## config.mk

```make
export PLATFORM = sky130hd
export DESIGN_NAME = std_divmod_pipe
export DESIGN_NICKNAME = d
export VERILOG_FILES = /design/src/rtl/std_divmod_pipe.sv
export SDC_FILE = /design/constraint.sdc
export NUM_CORES = 1
export LEC_CHECK = 0
export BUFFER_PORTS_ARGS = -buffer_cell sky130_fd_sc_hd__buf_2
export CAP_MARGIN = 20
export CORE_UTILIZATION = 52
export DETAILED_ROUTE_END_ITERATION = 6
export GPL_ROUTABILITY_DRIVEN = 0
export GPL_TIMING_DRIVEN = 0
export PLACE_DENSITY = 0.73
export SLEW_MARGIN = 0
export SYNTH_ARGS = -nofsm -noshare
export SYNTH_HDL_FRONTEND = slang
export SYNTH_SLANG_ARGS = --single-unit
export TNS_END_PERCENT = 20
```

## constraint.sdc

```tcl
create_clock -name clk -period 3.15 [get_ports clk]
set_clock_uncertainty 0.2 [all_clocks]
set_input_delay 0.4725 -clock clk [delete_from_list [all_inputs] [get_ports clk]]
set_output_delay 0.4725 -clock clk [all_outputs]
set_load 0.02 [all_outputs]
```

## src/rtl/std_divmod_pipe.sv

```systemverilog
// Iterative restoring divider with quotient/remainder, optional signed operands
// and floored rounding. One quotient bit per clock, go/done level handshake.
module std_divmod_pipe #(
   parameter int WIDTH  = 32,
   parameter bit SIGNED = 1'b0,
   parameter bit FLOOR  = 1'b0
) (
   input  logic             clk,
   input  logic             reset,
   input  logic             go,
   input  logic [WIDTH-1:0] left,
   input  logic [WIDTH-1:0] right,
   output logic [WIDTH-1:0] quotient,
   output logic [WIDTH-1:0] remainder,
   output logic             div_by_zero,
   output logic             done
);

   localparam int CW = $clog2(WIDTH) + 1;

   typedef enum logic [1:0] {IDLE, BUSY, FIN, WAIT} state_t;

   state_t           state, state_next;
   logic [CW-1:0]    count;
   logic [WIDTH:0]   part_rem;
   logic [WIDTH-1:0] quo_sh;
   logic [WIDTH-1:0] divisor_mag;
   logic [WIDTH-1:0] left_reg;
   logic [WIDTH-1:0] right_reg;
   logic             neg_quo;
   logic             neg_rem;
   logic             zero_div;

   logic             left_neg, right_neg, fast;
   logic [WIDTH-1:0] left_mag, right_mag;
   logic [WIDTH:0]   shifted, trial;
   logic [WIDTH-1:0] q_trunc, r_trunc, q_final, r_final;
   logic             fix;
   logic             last_step;

   // Magnitudes stay WIDTH bits unsigned, so the most negative value maps cleanly.
   always_comb begin
      left_neg  = SIGNED && left[WIDTH-1];
      right_neg = SIGNED && right[WIDTH-1];
      left_mag  = left_neg  ? -left  : left;
      right_mag = right_neg ? -right : right;
      fast      = (right == '0) || (left == '0);
      last_step = (count == CW'(WIDTH - 1));
   end

   always_comb begin
      shifted = {part_rem[WIDTH-1:0], quo_sh[WIDTH-1]};
      trial   = shifted - {1'b0, divisor_mag};
   end

   // Sign restoration, then floored adjustment when the remainder disagrees with the divisor.
   always_comb begin
      q_trunc = neg_quo ? -quo_sh : quo_sh;
      r_trunc = neg_rem ? -part_rem[WIDTH-1:0] : part_rem[WIDTH-1:0];
      fix     = FLOOR && SIGNED && (r_trunc != '0) && (r_trunc[WIDTH-1] != right_reg[WIDTH-1]);
      q_final = q_trunc;
      r_final = r_trunc;
      if (zero_div) begin
         q_final = '1;
         r_final = left_reg;
      end else if (fix) begin
         q_final = q_trunc - WIDTH'(1);
         r_final = r_trunc + right_reg;
      end
   end

   always_ff @(posedge clk) begin
      if (!reset) state <= IDLE;
      else        state <= state_next;
   end

   always_comb begin
      state_next = state;
      case (state)
         IDLE: if (go) state_next = fast ? FIN : BUSY;
         BUSY: begin
            if (!go)            state_next = IDLE;
            else if (last_step) state_next = FIN;
         end
         FIN:  state_next = go ? WAIT : IDLE;
         WAIT: if (!go) state_next = IDLE;
         default: state_next = IDLE;
      endcase
   end

   always_ff @(posedge clk) begin
      if (!reset) begin
         count       <= '0;
         part_rem    <= '0;
         quo_sh      <= '0;
         divisor_mag <= '0;
         left_reg    <= '0;
         right_reg   <= '0;
         neg_quo     <= 1'b0;
         neg_rem     <= 1'b0;
         zero_div    <= 1'b0;
         quotient    <= '0;
         remainder   <= '0;
         div_by_zero <= 1'b0;
         done        <= 1'b0;
      end else begin
         done <= 1'b0;
         case (state)
            IDLE: begin
               if (go) begin
                  count       <= '0;
                  part_rem    <= '0;
                  quo_sh      <= left_mag;
                  divisor_mag <= right_mag;
                  left_reg    <= left;
                  right_reg   <= right;
                  neg_quo     <= left_neg ^ right_neg;
                  neg_rem     <= left_neg;
                  zero_div    <= (right == '0);
               end
            end
            BUSY: begin
               count <= count + CW'(1);
               if (!trial[WIDTH]) begin
                  part_rem <= trial;
                  quo_sh   <= {quo_sh[WIDTH-2:0], 1'b1};
               end else begin
                  part_rem <= shifted;
                  quo_sh   <= {quo_sh[WIDTH-2:0], 1'b0};
               end
            end
            FIN: begin
               if (go) begin
                  quotient    <= q_final;
                  remainder   <= r_final;
                  div_by_zero <= zero_div;
                  done        <= 1'b1;
               end
            end
            default: ;
         endcase
      end
   end

endmodule
```

# Word-level counts from Yosys, hierarchy flattened
# Index checks and enable logic that the tools add are counted.
[totals]
regBits = 203
elab_cells = 48
inputBits = 67
out_inout_bits = 66
[op_classes]
n_mux = 18
addsub = 2
reduce_logical = 10
n_eq_ne = 7
[op_table]
columns = ["op", "count"]
rows = [
  ["$mux W32", 5],
  ["$pmux W32 S2", 2],
  ["$logic_not A32 Y1", 2],
  ["$sub A33 B32 Y33", 1],
  ["$mux W2", 6],
  ["$pmux W6 S2", 1],
  ["$pmux W2 S4", 1],
  ["$reduce_and A2 Y1", 4],
  ["$add A6 B1 Y6 const B", 1],
  ["$eq A6 B5 Y1 const B", 1],
  ["$mux W6", 1],
  ["$eq A2 B2 Y1 const B", 2],
  ["$ne A2 B2 Y1 const B", 2],
  ["$ne A3 B3 Y1 const B", 1],
  ["$reduce_and A3 Y1", 1],
  ["$eq A2 B1 Y1 const B", 1],
  ["$logic_not A2 Y1", 1],
  ["$mux W1", 2],
  ["$reduce_bool A2 Y1", 1],
  ["$logic_or A1 B1 Y1", 1],
]

# Logic depth before layout (Yosys ltp)
[depth]
word_depth = 5
ltp_mapped = 15
depth_no_buf = 13

# Worst setup path before layout
# No wires, ideal clock.
[synth_timing]
kind = "register -> register"
start = "register quo_sh[31]"
end = "register part_rem[19]"
path_stages_with_launch = 16
arrival_time_ns = 2.940
synth_period_minus_slack_ns = 3.262
setup_slack_ns = -0.112
setup_time_ns = 0.122
path_cell_list = "dfxtp_1 -> inv_1 -> ha_1 -> inv_1 -> fa_1 -> a211o_1 -> a211oi_2 -> o31ai_2 -> nor2_2 -> o21ai_2 -> o311a_4 -> and2_1 -> buf_6 -> buf_6 -> a32oi_1 -> o21ai_1"
[synth_between]
elab_chain_cells = 3
[synth_lines]
columns = ["element", "line_no", "text"]
rows = [
  ["start, declared", "26", "logic [WIDTH-1:0] quo_sh;"],
  ["start signal, assigned", "113", "quo_sh <= left_mag;"],
  ["start signal, assigned", "126", "quo_sh <= {quo_sh[WIDTH-2:0], 1'b1};"],
  ["start signal, assigned", "129", "quo_sh <= {quo_sh[WIDTH-2:0], 1'b0};"],
  ["$sub A33 B32 Y33", "53", "trial = shifted - {1'b0, divisor_mag};"],
  ["$mux W32", "124", "if (!trial[WIDTH]) begin"],
  ["$pmux W32 S2", "108", "case (state)"],
  ["end signal, assigned", "125", "part_rem <= trial;"],
  ["end signal, assigned", "128", "part_rem <= shifted;"],
  ["end, declared", "25", "logic [WIDTH:0] part_rem;"],
]
# Every way passes these cells.
# A chain may end at the register's enable or synchronous reset.

# Worst setup path in the final report
[layout_timing]
start = "register quo_sh[31]"
end = "register part_rem[27]"
# Same word-level chain as after synthesis.

==> key figures <==
CTS
  • Clk slew on worst S/H paths: around 0.060 ns
  • Root buf cell: clkbuf_16
  • CTS tree: yes
  • CTS Buf Count: 22
  • CTS sink cnt: about 200
  • Max H-tree Level: 1
  • Longest Clk Path Bufs: 3
  • Clock latency on the worst-skew pair: roughly 0.5 ns

Worst setup path
  • Req. time, crit path: 3.35 ns
  • Crit Path Max Fanout: 5
  • CP startpoint kind: flop
  • CP max stage delay: between 0.3 and 0.4 ns
  • Reg-to-Reg Start: quo_sh[31]
  • Cell Chain, Critical Path: inv_4 -> ha_4 -> inv_2 -> fa_2 -> a211o_1 -> a211oi_4 -> o31ai_4 -> nor2_4 -> o21ai_4 -> o311a_4 -> and2_4 -> buf_8 -> buf_6 -> a32oi_1 -> o21ai_1
  • Worst path slowest cell: dfxtp_4
  • Worst Path Arrival: about 3.5 ns
  • CP Capture Type: flop
  • Setup Crit Path Kind: reg -> reg
  • Crit path launch: quo_sh[31]

GRT
  • Initial antenna violation count: 0
  • First-pass GRT wire length: 42330 um
  • GRT Resource Usage Total: 0.2825
  • Pin count of the biggest net entering global routing: 13
  • Vias in the first global route: between 8000 and 9000
  • GRT overflow: 0

Pwr
  • Clock network power share: 0.221
  • Reg power frac: 0.276
  • Switching power: between 4 and 5 mW
  • Total power: around 11 mW
  • Worst VDD drop: between 800 and 900 uV
  • Combinational share of power: 0.503
  • Power per cell area: around 940 nW/um^2
  • Sw Ratio: 0.3888
  • Int Power: ~6.7 mW
  • Lkg Pwr: 4.542 nW

Drt
  • Total Wirelength: roughly 27000 um
  • Iter 0 DRT Violations: 608
  • Routed Antenna Nets: 0
  • Vias: around 9300
  • Via/cell ratio: between 5 and 6
  • DRT Pass-1 Iters: 5
  • Number of remaining DRC errors: 0
  • Routed wire length per instance: around 17 um

Timing
  • Final setup vio count: 30
  • Final hold vios: 0
  • Actual slew at the worst max-slew pin: 1.081 ns
  • RSZ-0062 raised after global routing: yes
  • Post-route setup TNS: -2.129 ns
  • Relative slew slack: 0.2735
  • Minimum clock period: about 3.3 ns
  • Max-slew violation count: 0
  • F_max: 0.3058 GHz
  • Final period util: 1.038
  • Worst setup margin: -0.1197 ns
  • Hold_ws: 0.009810 ns

Synthesis
  • Post-synth top area share: 0.4231
  • Seq cells post-synth: about 200
  • Gate Count Post-Synth: about 1200
  • Register area share after synthesis: 0.4231
  • Synthesized area per cell: 7.951 um^2
  • Asr flop ratio synth: 0
  • Synth area leader: dfxtp_1
  • Syn_nets: about 1300
  • Top_reg_cell synth: dfxtp_1
  • Mapped Area: 9604 um^2
  • Synth area leaders: dfxtp_1, nand2_1, a21oi_1, ha_1, mux2i_1
  • Ys Warns: 0
  • Post-synth EDFFs: 0
  • Distinct cells, synth: 57

Layout
  • Most common cell after layout, fill and taps aside: nand2_1
  • Post-route cell area: 11590 um^2
  • Final design utilization: 0.6431
  • Diode count: 0
  • Area grow syn2layout: 20.69%
  • Cell Count, Final, Fillers Out: approximately 1600
  • # nets final: approximately 1500
  • Layout cells sized above 1: 0.1544
  • Most frequent cells in the layout: nand2_1, dfxtp_1, buf_2

Floorplanning
  • Core area: 18020 um^2
  • Die Wd: 137.9 um
  • Initial Util: 0.5328
  • Die Footprint: between 15000 and 20000 um^2
  • Rows: 49
  • Die height: between 100 and 150 um
  • IO Count: 133

Placement
  • Dpl cell area: 10550 um^2
  • Post-Place Setup Slack: -0.4502 ns
  • Placed instance count: roughly 1600
  • Port bufs: 132
  • Post-DP HPWL: just over 20000 um

Outcome
  • Failing checks: setup timing
  • Status: finished, violations left

Min path
  • Hold Startpoint: right[24]
  • HP Class: in -> reg

Job
  • Max cap viols: 0
-- metal layers --
metal	wire, um	vias to the layer above	track usage
li1	-	4613	-
met1	12270	4256	0.3844
met2	12530	350	0.4683
met3	1763	52	0.03509
met4	586	0	0.07971
met5	0	-	0
-- synth_stat cells (all sizes together), types with 2 or more instances --
library cell and n:
a211oi 41, a21o 21, a21oi 116, a221o 2, a221oi 3, a311oi 12
a31oi 45, a32oi 8, and3 5, buf 14, clkbuf 69, dfxtp 203
ha 33, inv 35, mux2i 39, nand2 259, nand2b 4, nand3 9
nand3b 3, nand4 6, nor2 89, nor2b 5, nor3 75, nor4 16
o211a 3, o211ai 5, o21a 7, o21ai 27, o21bai 5, o2bb2ai 2
o31ai 3, or3 7, xnor2 13, xor2 12
-- power groups by stage --
stage          logic [mW]  registers, mW  clock network [mW]
2_1_floorplan        3.27           2.94                   0
3_3_place_gp         4.12           3.03                   0
3_5_place_dp         4.18           3.03                   0
4_1_cts              5.09           2.98                2.43
5_1_grt              5.87           3.02                2.53
6_report             5.48           3.00                2.41
-- worst max-delay path: cells and delay by family (launching register included) --
| family | cells | cell delay, ns |
|---|---|---|
| simple gates | 2 | 0.32 |
| fa+ha+maj | 2 | 0.49 |
| compound gates | 7 | 1.44 |
| flops | 1 | 0.36 |
| buf+inv | 4 | 0.35 |
-- final cells by class --
class	instances	area, um^2
clock buffer	34	635.6
buffer	83	346.6
clock inverter	4	31.28
inverter	36	137.6
sequential	203	4069
tap	229	286.5
timing repair buffer	153	864.6
multi-input combinational	886	5220
fill	1648	6434
-- repair_timing --
action,4_1_cts,5_1_grt
gates resized for setup,29,13
setup buffers,7,5
endpoints found under the hold margin,7,0
setup endpoints to repair,33,33
hold buffers,7,0
pin swaps,20,8
gates cloned,2,0
-- kinds of logic (layout without fill, tap and decap cells) --
group           after synthesis  count (layout)  synth area share
compound gates              305             305            0.2039
xor+xnor                     25              25           0.02280
fa+ha+maj                    34              34           0.04508
buf+inv                     119             310           0.04898
flops                       203             203            0.4231
mux                          39              39           0.04065
simple gates                483             483            0.2155
-- path summary, 6_finish.rpt --
check                         end  slack, ns  cells after the start
setup / recovery     part_rem[27]      -0.12                     15
hold / removal    divisor_mag[24]       0.01                      3
setup reg to reg     part_rem[27]      -0.12                     15
hold reg to reg    divisor_mag[4]       0.25                      2
Note: power is estimated with default switching activity, not from simulation.
